**src/rtl/mem_arbiter_pkg.sv**
```systemverilog
// Shared types and width defaults for the unified instruction/data memory arbiter.
package mem_arbiter_pkg;
  localparam int ADDR_W_DEF = 32;
  localparam int DATA_W_DEF = 32;

  typedef enum logic [1:0] {
    IDLE    = 2'd0,
    IF_BUSY = 2'd1,
    DM_BUSY = 2'd2
  } arb_state_e;

  typedef enum logic {
    GNT_IF = 1'b0,
    GNT_DM = 1'b1
  } gnt_e;
endpackage

```
**src/rtl/arb_starve_cnt.sv**
```systemverilog
// Saturating count of consecutive fetch losses; starved_o holds once LIMIT losses accrue.
module arb_starve_cnt #(
  parameter int LIMIT = 4
) (
  input  logic clk,
  input  logic rst,
  input  logic lose_i,
  input  logic clr_i,
  output logic starved_o
);
  localparam int CW = $clog2(LIMIT + 1);
  localparam logic [CW-1:0] LIM = CW'(LIMIT);

  logic [CW-1:0] cnt_q, cnt_d;

  always_comb begin
    cnt_d = cnt_q;
    if (clr_i)
      cnt_d = '0;
    else if (lose_i && (cnt_q != LIM))
      cnt_d = cnt_q + CW'(1);
  end

  always_ff @(posedge clk) begin
    if (!rst) cnt_q <= '0;
    else      cnt_q <= cnt_d;
  end

  assign starved_o = (cnt_q == LIM);
endmodule

```
**src/rtl/mem_arbiter.sv**
```systemverilog
// Single-port memory arbiter between fetch and data access, one access in flight, data wins by default.
// Define MEM_ARB_FAIR_EN to let fetch win after STARVE_LIMIT consecutive losses.
module mem_arbiter
  import mem_arbiter_pkg::*;
#(
  parameter int ADDR_W       = ADDR_W_DEF,
  parameter int DATA_W       = DATA_W_DEF,
  parameter int STARVE_LIMIT = 4
) (
  input  logic              clk,
  input  logic              rst,
  input  logic              if_req,
  input  logic [ADDR_W-1:0] if_addr,
  output logic [DATA_W-1:0] if_inst,
  output logic              if_valid,
  input  logic              dm_read,
  input  logic              dm_write,
  input  logic [ADDR_W-1:0] dm_addr,
  input  logic [DATA_W-1:0] dm_wdata,
  output logic [DATA_W-1:0] dm_rdata,
  output logic              dm_valid,
  output logic              mem_en,
  output logic              mem_we,
  output logic [ADDR_W-1:0] mem_addr,
  output logic [DATA_W-1:0] mem_wdata,
  input  logic [DATA_W-1:0] mem_rdata,
  input  logic              mem_ack,
  output logic              stall_pc,
  output logic              stall_pipe
);
  arb_state_e        state_q;
  logic              mem_en_q, mem_we_q, if_valid_q, dm_valid_q;
  logic [ADDR_W-1:0] mem_addr_q;
  logic [DATA_W-1:0] mem_wdata_q, if_inst_q, dm_rdata_q;

  logic dm_req, idle_grant;
  gnt_e win;

  assign dm_req     = dm_read | dm_write;
  assign idle_grant = (state_q == IDLE) && (dm_req || if_req);

`ifdef MEM_ARB_FAIR_EN
  logic starved;

  arb_starve_cnt #(.LIMIT(STARVE_LIMIT)) u_starve (
    .clk      (clk),
    .rst      (rst),
    .lose_i   (idle_grant && if_req && (win == GNT_DM)),
    .clr_i    (idle_grant && (win == GNT_IF)),
    .starved_o(starved)
  );

  // A starved fetch takes the slot even with a data request pending.
  assign win = (dm_req && !(if_req && starved)) ? GNT_DM : GNT_IF;
`else
  logic starve_unused;
  assign starve_unused = (STARVE_LIMIT > 0);
  assign win = dm_req ? GNT_DM : GNT_IF;
`endif

  always_ff @(posedge clk) begin
    if (!rst) begin
      state_q     <= IDLE;
      mem_en_q    <= 1'b0;
      mem_we_q    <= 1'b0;
      mem_addr_q  <= '0;
      mem_wdata_q <= '0;
      if_inst_q   <= '0;
      dm_rdata_q  <= '0;
      if_valid_q  <= 1'b0;
      dm_valid_q  <= 1'b0;
    end else begin
      if_valid_q <= 1'b0;
      dm_valid_q <= 1'b0;
      case (state_q)
        IDLE: begin
          // mem_ack is ignored here, so a stray strobe after reset is harmless.
          if (idle_grant) begin
            mem_en_q <= 1'b1;
            if (win == GNT_DM) begin
              state_q     <= DM_BUSY;
              mem_addr_q  <= dm_addr;
              mem_wdata_q <= dm_wdata;
              mem_we_q    <= dm_write;
            end else begin
              state_q    <= IF_BUSY;
              mem_addr_q <= if_addr;
              mem_we_q   <= 1'b0;
            end
          end
        end
        IF_BUSY: begin
          if (mem_ack) begin
            if_inst_q  <= mem_rdata;
            if_valid_q <= 1'b1;
            mem_en_q   <= 1'b0;
            state_q    <= IDLE;
          end
        end
        DM_BUSY: begin
          if (mem_ack) begin
            if (!mem_we_q) dm_rdata_q <= mem_rdata;
            dm_valid_q <= 1'b1;
            mem_en_q   <= 1'b0;
            mem_we_q   <= 1'b0;
            state_q    <= IDLE;
          end
        end
        default: begin
          state_q  <= IDLE;
          mem_en_q <= 1'b0;
          mem_we_q <= 1'b0;
        end
      endcase
    end
  end

  assign mem_en    = mem_en_q;
  assign mem_we    = mem_we_q;
  assign mem_addr  = mem_addr_q;
  assign mem_wdata = mem_wdata_q;
  assign if_inst   = if_inst_q;
  assign if_valid  = if_valid_q;
  assign dm_rdata  = dm_rdata_q;
  assign dm_valid  = dm_valid_q;

  assign stall_pipe = dm_req & ~dm_valid_q;
  assign stall_pc   = stall_pipe | (if_req & ~if_valid_q);
endmodule
```
**config.mk**
```make
export PLATFORM = sky130hd
export DESIGN_NAME = mem_arbiter
export DESIGN_NICKNAME = d
export VERILOG_FILES = /design/src/rtl/mem_arbiter_pkg.sv /design/src/rtl/arb_starve_cnt.sv /design/src/rtl/mem_arbiter.sv
export SDC_FILE = /design/constraint.sdc
export NUM_CORES = 1
export LEC_CHECK = 0
export BUFFER_PORTS_ARGS = -buffer_cell sky130_fd_sc_hd__buf_2
export CAP_MARGIN = 20
export CORE_MARGIN = 5
export CORE_UTILIZATION = 49
export DETAILED_ROUTE_END_ITERATION = 8
export PLACE_DENSITY = 0.85
export SYNTH_ARGS = -nofsm -noshare
export SYNTH_HDL_FRONTEND = slang
export SYNTH_SLANG_ARGS = --single-unit
export TNS_END_PERCENT = 100
```
**constraint.sdc**
```tcl
create_clock -name clk -period 2.2 [get_ports clk]
set_input_delay 0.22 -clock clk [delete_from_list [all_inputs] [get_ports clk]]
set_output_delay 0.22 -clock clk [all_outputs]
set_load 0.02 [all_outputs]
```
# == After elaboration in Yosys (flattened, before gate mapping) ==
# Index checks and enable logic that the tools add are counted.
# classes
eq_ne,5
muxes,13
bitwise,8
reduce_logical,12
# op_table
operator,n
32-bit two-way mux,1
2-bit AND reduction,5
3-bit AND reduction,3
1-bit two-way mux,6
2-bit two-way mux,3
"2-bit != test, second input constant",2
1-bit NOT,4
2-bit one-hot mux with 2 select lines,1
1-bit one-hot mux with 3 select lines,1
1-bit bitwise AND,2
"2-bit by 1-bit equality test with 1-bit output, second input constant",1
"2-bit equality test, second input constant",1
2-bit zero test,1
"2-bit by 1-bit != test with 1-bit output, second input constant",1
1-bit OR,2
1-bit one-hot mux with 2 select lines,1
2-bit OR reduction,1
1-bit logical AND,1
1-bit logical OR,1
# totals
regBits,134
inputBits,134
output_inout_bits,134

# == Depth between registers and ports, before layout ==
# Gate-level depths: netlist (run 1).
# logic_depth
depth_word,5
depth_mapped,8
depth_no_buf,5

# == Worst setup path before layout (run 1) ==
# No wires, ideal clock.
# synth_timing
path_type,flip-flop to flip-flop
from,reg state_q[0]
to,"reg mem_addr_q[4], in the netlist mem_addr[4]"
setup_time_ns,0.118
t_arrival_ns,1.233
path_slack_ns,0.848
path_stages_with_launch,9
path_cell_list,dfxtp_1 -> inv_1 -> ha_1 -> buf_2 -> o31a_1 -> buf_6 -> buf_6 -> o21ai_1 -> a21oi_1
# synth_via
elab_chain_len,3
# synth_lines
element,line_no,source
start: declaration,mem_arbiter.sv:31,arb_state_e state_q;
start signal: assignment,mem_arbiter.sv:63,state_q <= IDLE;
start signal: assignment,mem_arbiter.sv:81,state_q <= DM_BUSY;
start signal: assignment,mem_arbiter.sv:86,state_q <= IF_BUSY;
2-bit zero test (*),"mem_arbiter.sv:40, mem_arbiter.sv:75",
1-bit logical AND,mem_arbiter.sv:40,assign idle_grant = (state_q == IDLE) && (dm_req || if_req);
2-bit AND reduction (no line) (*),-,
end signal: assignment,mem_arbiter.sv:82,mem_addr_q <= dm_addr;
end signal: assignment,mem_arbiter.sv:87,mem_addr_q <= if_addr;
end: declaration,mem_arbiter.sv:33,logic [ADDR_W-1:0] mem_addr_q;
# Every way passes the cells marked *; elsewhere a longest branch is shown, timed or not.
# A chain may end at the register's enable or synchronous reset.

# == Final worst setup path (run 1) ==
# layout_timing
from,reg state_q[0]
to,"reg mem_addr_q[0], in the netlist mem_addr[0]"
# Same word-level chain as after synthesis.

==> results of run 1 <==
==> state kept, by name (all words and copies together), names as in the netlist <==
name and flops:
mem_addr 32, if_inst 32, if_valid 1, mem_we 1
state_q 2, dm_rdata 32, mem_wdata 32, dm_valid 1
mem_en 1
==> cell type report <==
cell class | count | share of cell area
clock buffers | 22 | 0.05675
well taps | 140 | 0.02147
repair buffers | 371 | 0.2914
multi-input cells | 416 | 0.2847
inverters | 4 | 0.001840
flip-flops and latches | 134 | 0.3288
clock inverters | 10 | 0.01503
==> worst max path at each step <==
stage	from	endpoint	slack (ns)	cells past startpoint
2_1_floorplan	state_q[0]	mem_addr[4]	0.85	8
3_3_place_gp	state_q[0]	mem_addr[1]	0.57	6
3_5_place_dp	state_q[0]	mem_addr[0]	0.46	6
4_1_cts	state_q[0]	mem_addr[0]	0.47	6
5_1_grt	state_q[1]	mem_addr[3]	0.26	6
6_report	state_q[0]	mem_addr[0]	0.38	6
==> Yosys cell counts <==
cell / instances
a21boi_0: 76
a21boi_1: 20
a21o_1: 1
a21oi_1: 35
a221oi_1: 1
and2_1: 1
and3_1: 2
and3b_1: 1
buf_2: 10
buf_4: 8
buf_6: 11
clkbuf_1: 19
dfxtp_1: 134
ha_1: 3
inv_1: 4
mux2i_1: 32
nand2_1: 195
nand2b_1: 1
nand3_1: 2
nand3b_1: 1
nor2_1: 2
nor2_8: 1
nor2b_1: 1
nor3_1: 1
nor3b_1: 1
o21a_1: 1
o21ai_0: 5
o21ai_1: 26
o21ai_2: 3
o221a_2: 1
o22ai_1: 2
o31a_1: 1
==> tightest hold or removal path, cell delays in order <==
cell     delay [ns]
buf_2          0.08
mux2i_1        0.06
a21oi_1        0.12
==> per-stage QoR <==
stage | total power [mW] | util
3_3_place_gp | 4.053 | 0.6181
6_report | 6.963 | 0.7592
5_1_grt | 7.259 | 0.7592
4_1_cts | 6.945 | 0.7592
2_1_floorplan | 3.644 | -
3_5_place_dp | 4.077 | 0.6181
==> per-layer routing <==
metal  share of wire  vias up
met2            0.52      273
met4           0.029        2
li1                -     2691
met1            0.36     2558
met5         0.00066        -
met3           0.087       41
==> kinds of logic after synthesis <==
logic type | share of synthesized area
AO/OA/AOI/OAI | 0.2129
adder cells (fa/ha/maj) | 0.007051
buffers and inverters | 0.06017
flip-flops | 0.5039
multiplexers | 0.06017
AND/OR/NAND/NOR | 0.1558
==> what timing repair did <==
| action | CTS | global route |
|---|---|---|
| gates resized for setup | 0 | 0 |
| endpoints found under the hold margin | 111 | 0 |
| hold buffers | 93 | 0 |
| endpoints found under the setup margin | 0 | 0 |
==> power groups by stage <==
stage	sequential, mW	combinational, mW	clock, mW
floorplan	3.06	0.584	0
global placement	2.80	1.25	0
detailed placement	2.80	1.27	0
CTS	2.76	1.41	2.77
global route	2.79	1.57	2.90
finish	2.77	1.45	2.74
==> results.ini, run 1 <==
[setup_path]
end_kind=register
timing.rr.end=mem_addr[0]
path_delay_family=compound AO/OA/AOI/OAI gates
start_kind=register
crit_chain=inv_1 -> ha_1 -> o31a_2 -> buf_12 -> o21ai_0 -> a21oi_1
cpMaxStageDelayCell=o31a_2
required_ns=2.61
rrSetupSlack_ns=0.38
cp_max_fo=51
r2r-start=state_q[0]
slowest_delay_ns=0.41
worst-path-buf-inv=2
arrival_ns=2.23
r2r_cells=6
criticalPathCategory=reg -> reg

[placement]
place_inst=972
place.detailed.hpwl_um=10560
pre_cts_slack_ns=0.4625
gp_congestion=0.7845
io_buffers=267
placed_cell_area_um2=6641

[yosys]
postSynthAreaPerCell_um2=8.844
netlist_instances=602
synth_top_area_share=0.5039
synth.area.top_cells=dfxtp_1, nand2_1, a21boi_0
synth-seq-area-share=0.5039
synth_nets=739
syn_area_um2=5324
synth_cell_types=32
ys_warn_count=0
synth_top_cell_by_area=dfxtp_1
ys_ff_latch=134

[timing]
layout_min_cycle_time_ns=1.820
finalWorstSetupSlack_ns=0.3797
setup_viol=0
rsz0062_at_grt=no
finalSetupTns_ns=0
max_freq_mhz=549.4
hold_viol=0
worstMarginPinSlew_ns=0.6180
drv_slew=0
skew_ns=0.005301
min_period_over_period=0.8274
whs_ns=0.02467
slew_headroom=0.5880

[clocking]
cts.path.max_buffers=2
cts-htree-levels=4
numCtsBuffers=17
cts_sinks=134
cts_setup_buffers=0
clk_latency_ns=0.50
tritoncts=done
clk_pin_slew_worst_paths_ns=0.06
cts_root_buffer=clkbuf_8

[worst_hold_path]
holdPathEnd=mem_addr[20]
hp-class=in -> reg
hp-start=if_addr[20]
hold_depth=3

[floorplanning]
io-pin-count=268
core-area_um2=10750
num_rows=38
die_area_um2=13050
die_x_um=114.2
die_h_um=114.2
start_util=0.4955

[pwr]
p_sw_frac=0.2914
seq_power_share=0.397
combinationalPowerShare=0.209
power.internal_mw=4.934
switchingPower_mw=2.029
clock_power_share=0.394
vdd_drop_max_mv=0.4884
power_leakage_nw=3.753
p_per_area_nw_per_um2=853.5

[final_layout]
fin_nets=1081
drive_above_1_share=0.3281
n_antenna_cell=0
area_delta_synth_final_pct=53.23
postLayoutCellArea_um2=8158
final_common_cell=buf_2
layout_common_cells=buf_2, nand2_1, dfxtp_1, dlygate4sd3_1, a21boi_0
num-fill-cells=681
multi_input_area_um2=2322
seq_area_um2=2683
layout.cells.non_filler=1097

[global_routing]
antenna_found_initial=1
met2_usage=0.5004
overflow=0
grt_max_degree=80
grt_pass1_wl_um=28420
grt_pass1_vias=5674
grt_busiest_layer=met2
grtUsageMet3=0.08668
grtUsageTotal=0.2734
grt.met1_usage=0.2904

[status]
outcome=completed

[job]
maxCapViolCount=0

[route]
routed_wirelength_um=18100
via_per_inst=5.073
drt-initial-drc-count=493
post_drt_wl_per_cell_um=16.50
post-route-drc-count=0
drtPass1Iterations=5
final_antenna_net_count=0
via_count=5565

(Power assumes the default switching activity.)
==> inputs of run 2 (changes only) <==
Settings changed: CORE_UTILIZATION 49 to 46, PLACE_DENSITY 0.85 to 0.81.
Clock period 2.2 ns to 1.8 ns, I/O delays scaled along.
==> results.ini, run 2 (synthesis results as in run 1) <==
[floorplanning]
start_util=0.4683
die_area_um2=13830
die_x_um=117.6
core-area_um2=11370
io-pin-count=268
die_h_um=117.6
num_rows=39

[pwr]
power.internal_mw=5.985
vdd_drop_max_mv=0.7671
power_leakage_nw=3.417
switchingPower_mw=2.349
seq_power_share=0.404
clock_power_share=0.401
combinationalPowerShare=0.194
p_sw_frac=0.2818
total_power_mw=8.334
p_per_area_nw_per_um2=1136

[final_layout]
final_common_cell=buf_2
drive_above_1_share=0.3642
fin_nets=990
layout_common_cells=buf_2, nand2_1, dfxtp_1, a21boi_0, a21oi_1
n_antenna_cell=0
postLayoutCellArea_um2=7336
fin_util=0.6452
area_delta_synth_final_pct=37.79

[timing]
slew_headroom=0.7815
rsz0062_at_grt=no
skew_ns=0.003951
min_period_over_period=0.8103
worstMarginPinSlew_ns=0.3252
hold_viol=0
drv_slew=0
max_freq_mhz=685.6
setup_viol=0
finalSetupTns_ns=0
layout_min_cycle_time_ns=1.459

[setup_path]
slowest_delay_ns=0.33
start_kind=register
r2r_cells=7
criticalPathCategory=reg -> reg
cpMaxStageDelayCell=dfxtp_1
crit_chain=inv_1 -> ha_1 -> buf_4 -> o21a_1 -> buf_12 -> nand2_1 -> a21boi_0
end_kind=register
arrival_ns=1.79
required_ns=2.13
cp_max_fo=33

[placement]
io_buffers=267
place.detailed.hpwl_um=10790
gp_congestion=0.8362
placed_cell_area_um2=6760

[route]
drtPass1Iterations=4
post_drt_wl_per_cell_um=14.79
post-route-drc-count=0
drt-initial-drc-count=352
via_per_inst=4.995
final_antenna_net_count=0
routed_wirelength_um=14910
via_count=5035

[global_routing]
antenna_found_initial=0
grt_max_degree=72
overflow=0
grtUsageTotal=0.2113
grt_pass1_vias=4872
grt_pass1_wl_um=23960

[clocking]
cts_sinks=134
cts_resized=0
ctsHoldBuffers=0
cts.path.max_buffers=2
clk_latency_ns=0.41
cts_setup_buffers=0
tritoncts=done
cts-htree-levels=4
clk_pin_slew_worst_paths_ns=0.05
numCtsBuffers=17
cts_root_buffer=clkbuf_16

[job]
maxCapViolCount=0

[worst_hold_path]
hold_depth=3
hp-class=in -> reg

[status]
outcome=completed

run 2: cell count changes in the layout (fill, tap and decap cells not counted):
cell / previous run / this run
clkinv_2: 1 / 5
clkinvlp_4: 3 / 1
buf_12: 2 / 10
clkinv_4: 4 / 1
clkbuf_8: 4 / 3
clkbuf_16: 16 / 17
buf_4: 10 / 4
dlygate4sd3_1: 93 / 0
run 2: power groups by stage:
stage	Sequential, mW	Combinational [mW]	Clock (mW)
global route	3.40	1.78	3.54
finish	3.37	1.62	3.34
global placement	3.42	1.60	0
floorplan	3.74	0.713	0
CTS	3.37	1.64	3.39
detailed placement	3.43	1.63	0
run 2: worst max-delay path: cells and delay by family (launching register included):
family          cells  cell delay, ns
simple gates        1            0.08
fa+ha+maj           1            0.19
buf+inv             3            0.44
flops               1            0.33
compound gates      2            0.33
run 2: metal layers:
layer  wire [um]  global-route usage  vias up
met3        1271             0.06920       24
li1            -                   -     2504
met1        5886              0.2423     2293
met5           0                   0        -
met2        7448              0.3639      214
met4         301             0.08172        0
run 2: area by class of cell:
| type | instances | area, um^2 |
|---|---|---|
| clock buffers | 22 | 474.2 |
| clock inverters | 9 | 101.3 |
| fillers | 970 | 4034 |
| inverters | 4 | 15.01 |
| multi-input cells | 416 | 2322 |
| flip-flops and latches | 134 | 2683 |
| well taps | 143 | 178.9 |
| repair buffers | 280 | 1562 |
run 2: worst paths after layout:
kind	from	end	slack, ns
worst max-delay path	state_q[1]	mem_wdata[2]	0.34
worst min register to register	if_inst[7]	if_inst[7]	0.45
worst min-delay path	dm_wdata[8]	mem_wdata[8]	0.02
worst max register to register	state_q[1]	mem_wdata[2]	0.34
run 2: per-stage QoR:
stage / instances / worst slack [ns] / hold WS (ns)
after detailed placement: 977 / 0.3540 / 0.4385
after CTS: 1008 / 0.3205 / 0.002512
after global routing: 1008 / 0.1238 / 0.005422
after floorplan: 602 / 0.4484 / 0.3149
after global placement: 977 / 0.4544 / 0.4309
final: 1008 / 0.3415 / 0.01595
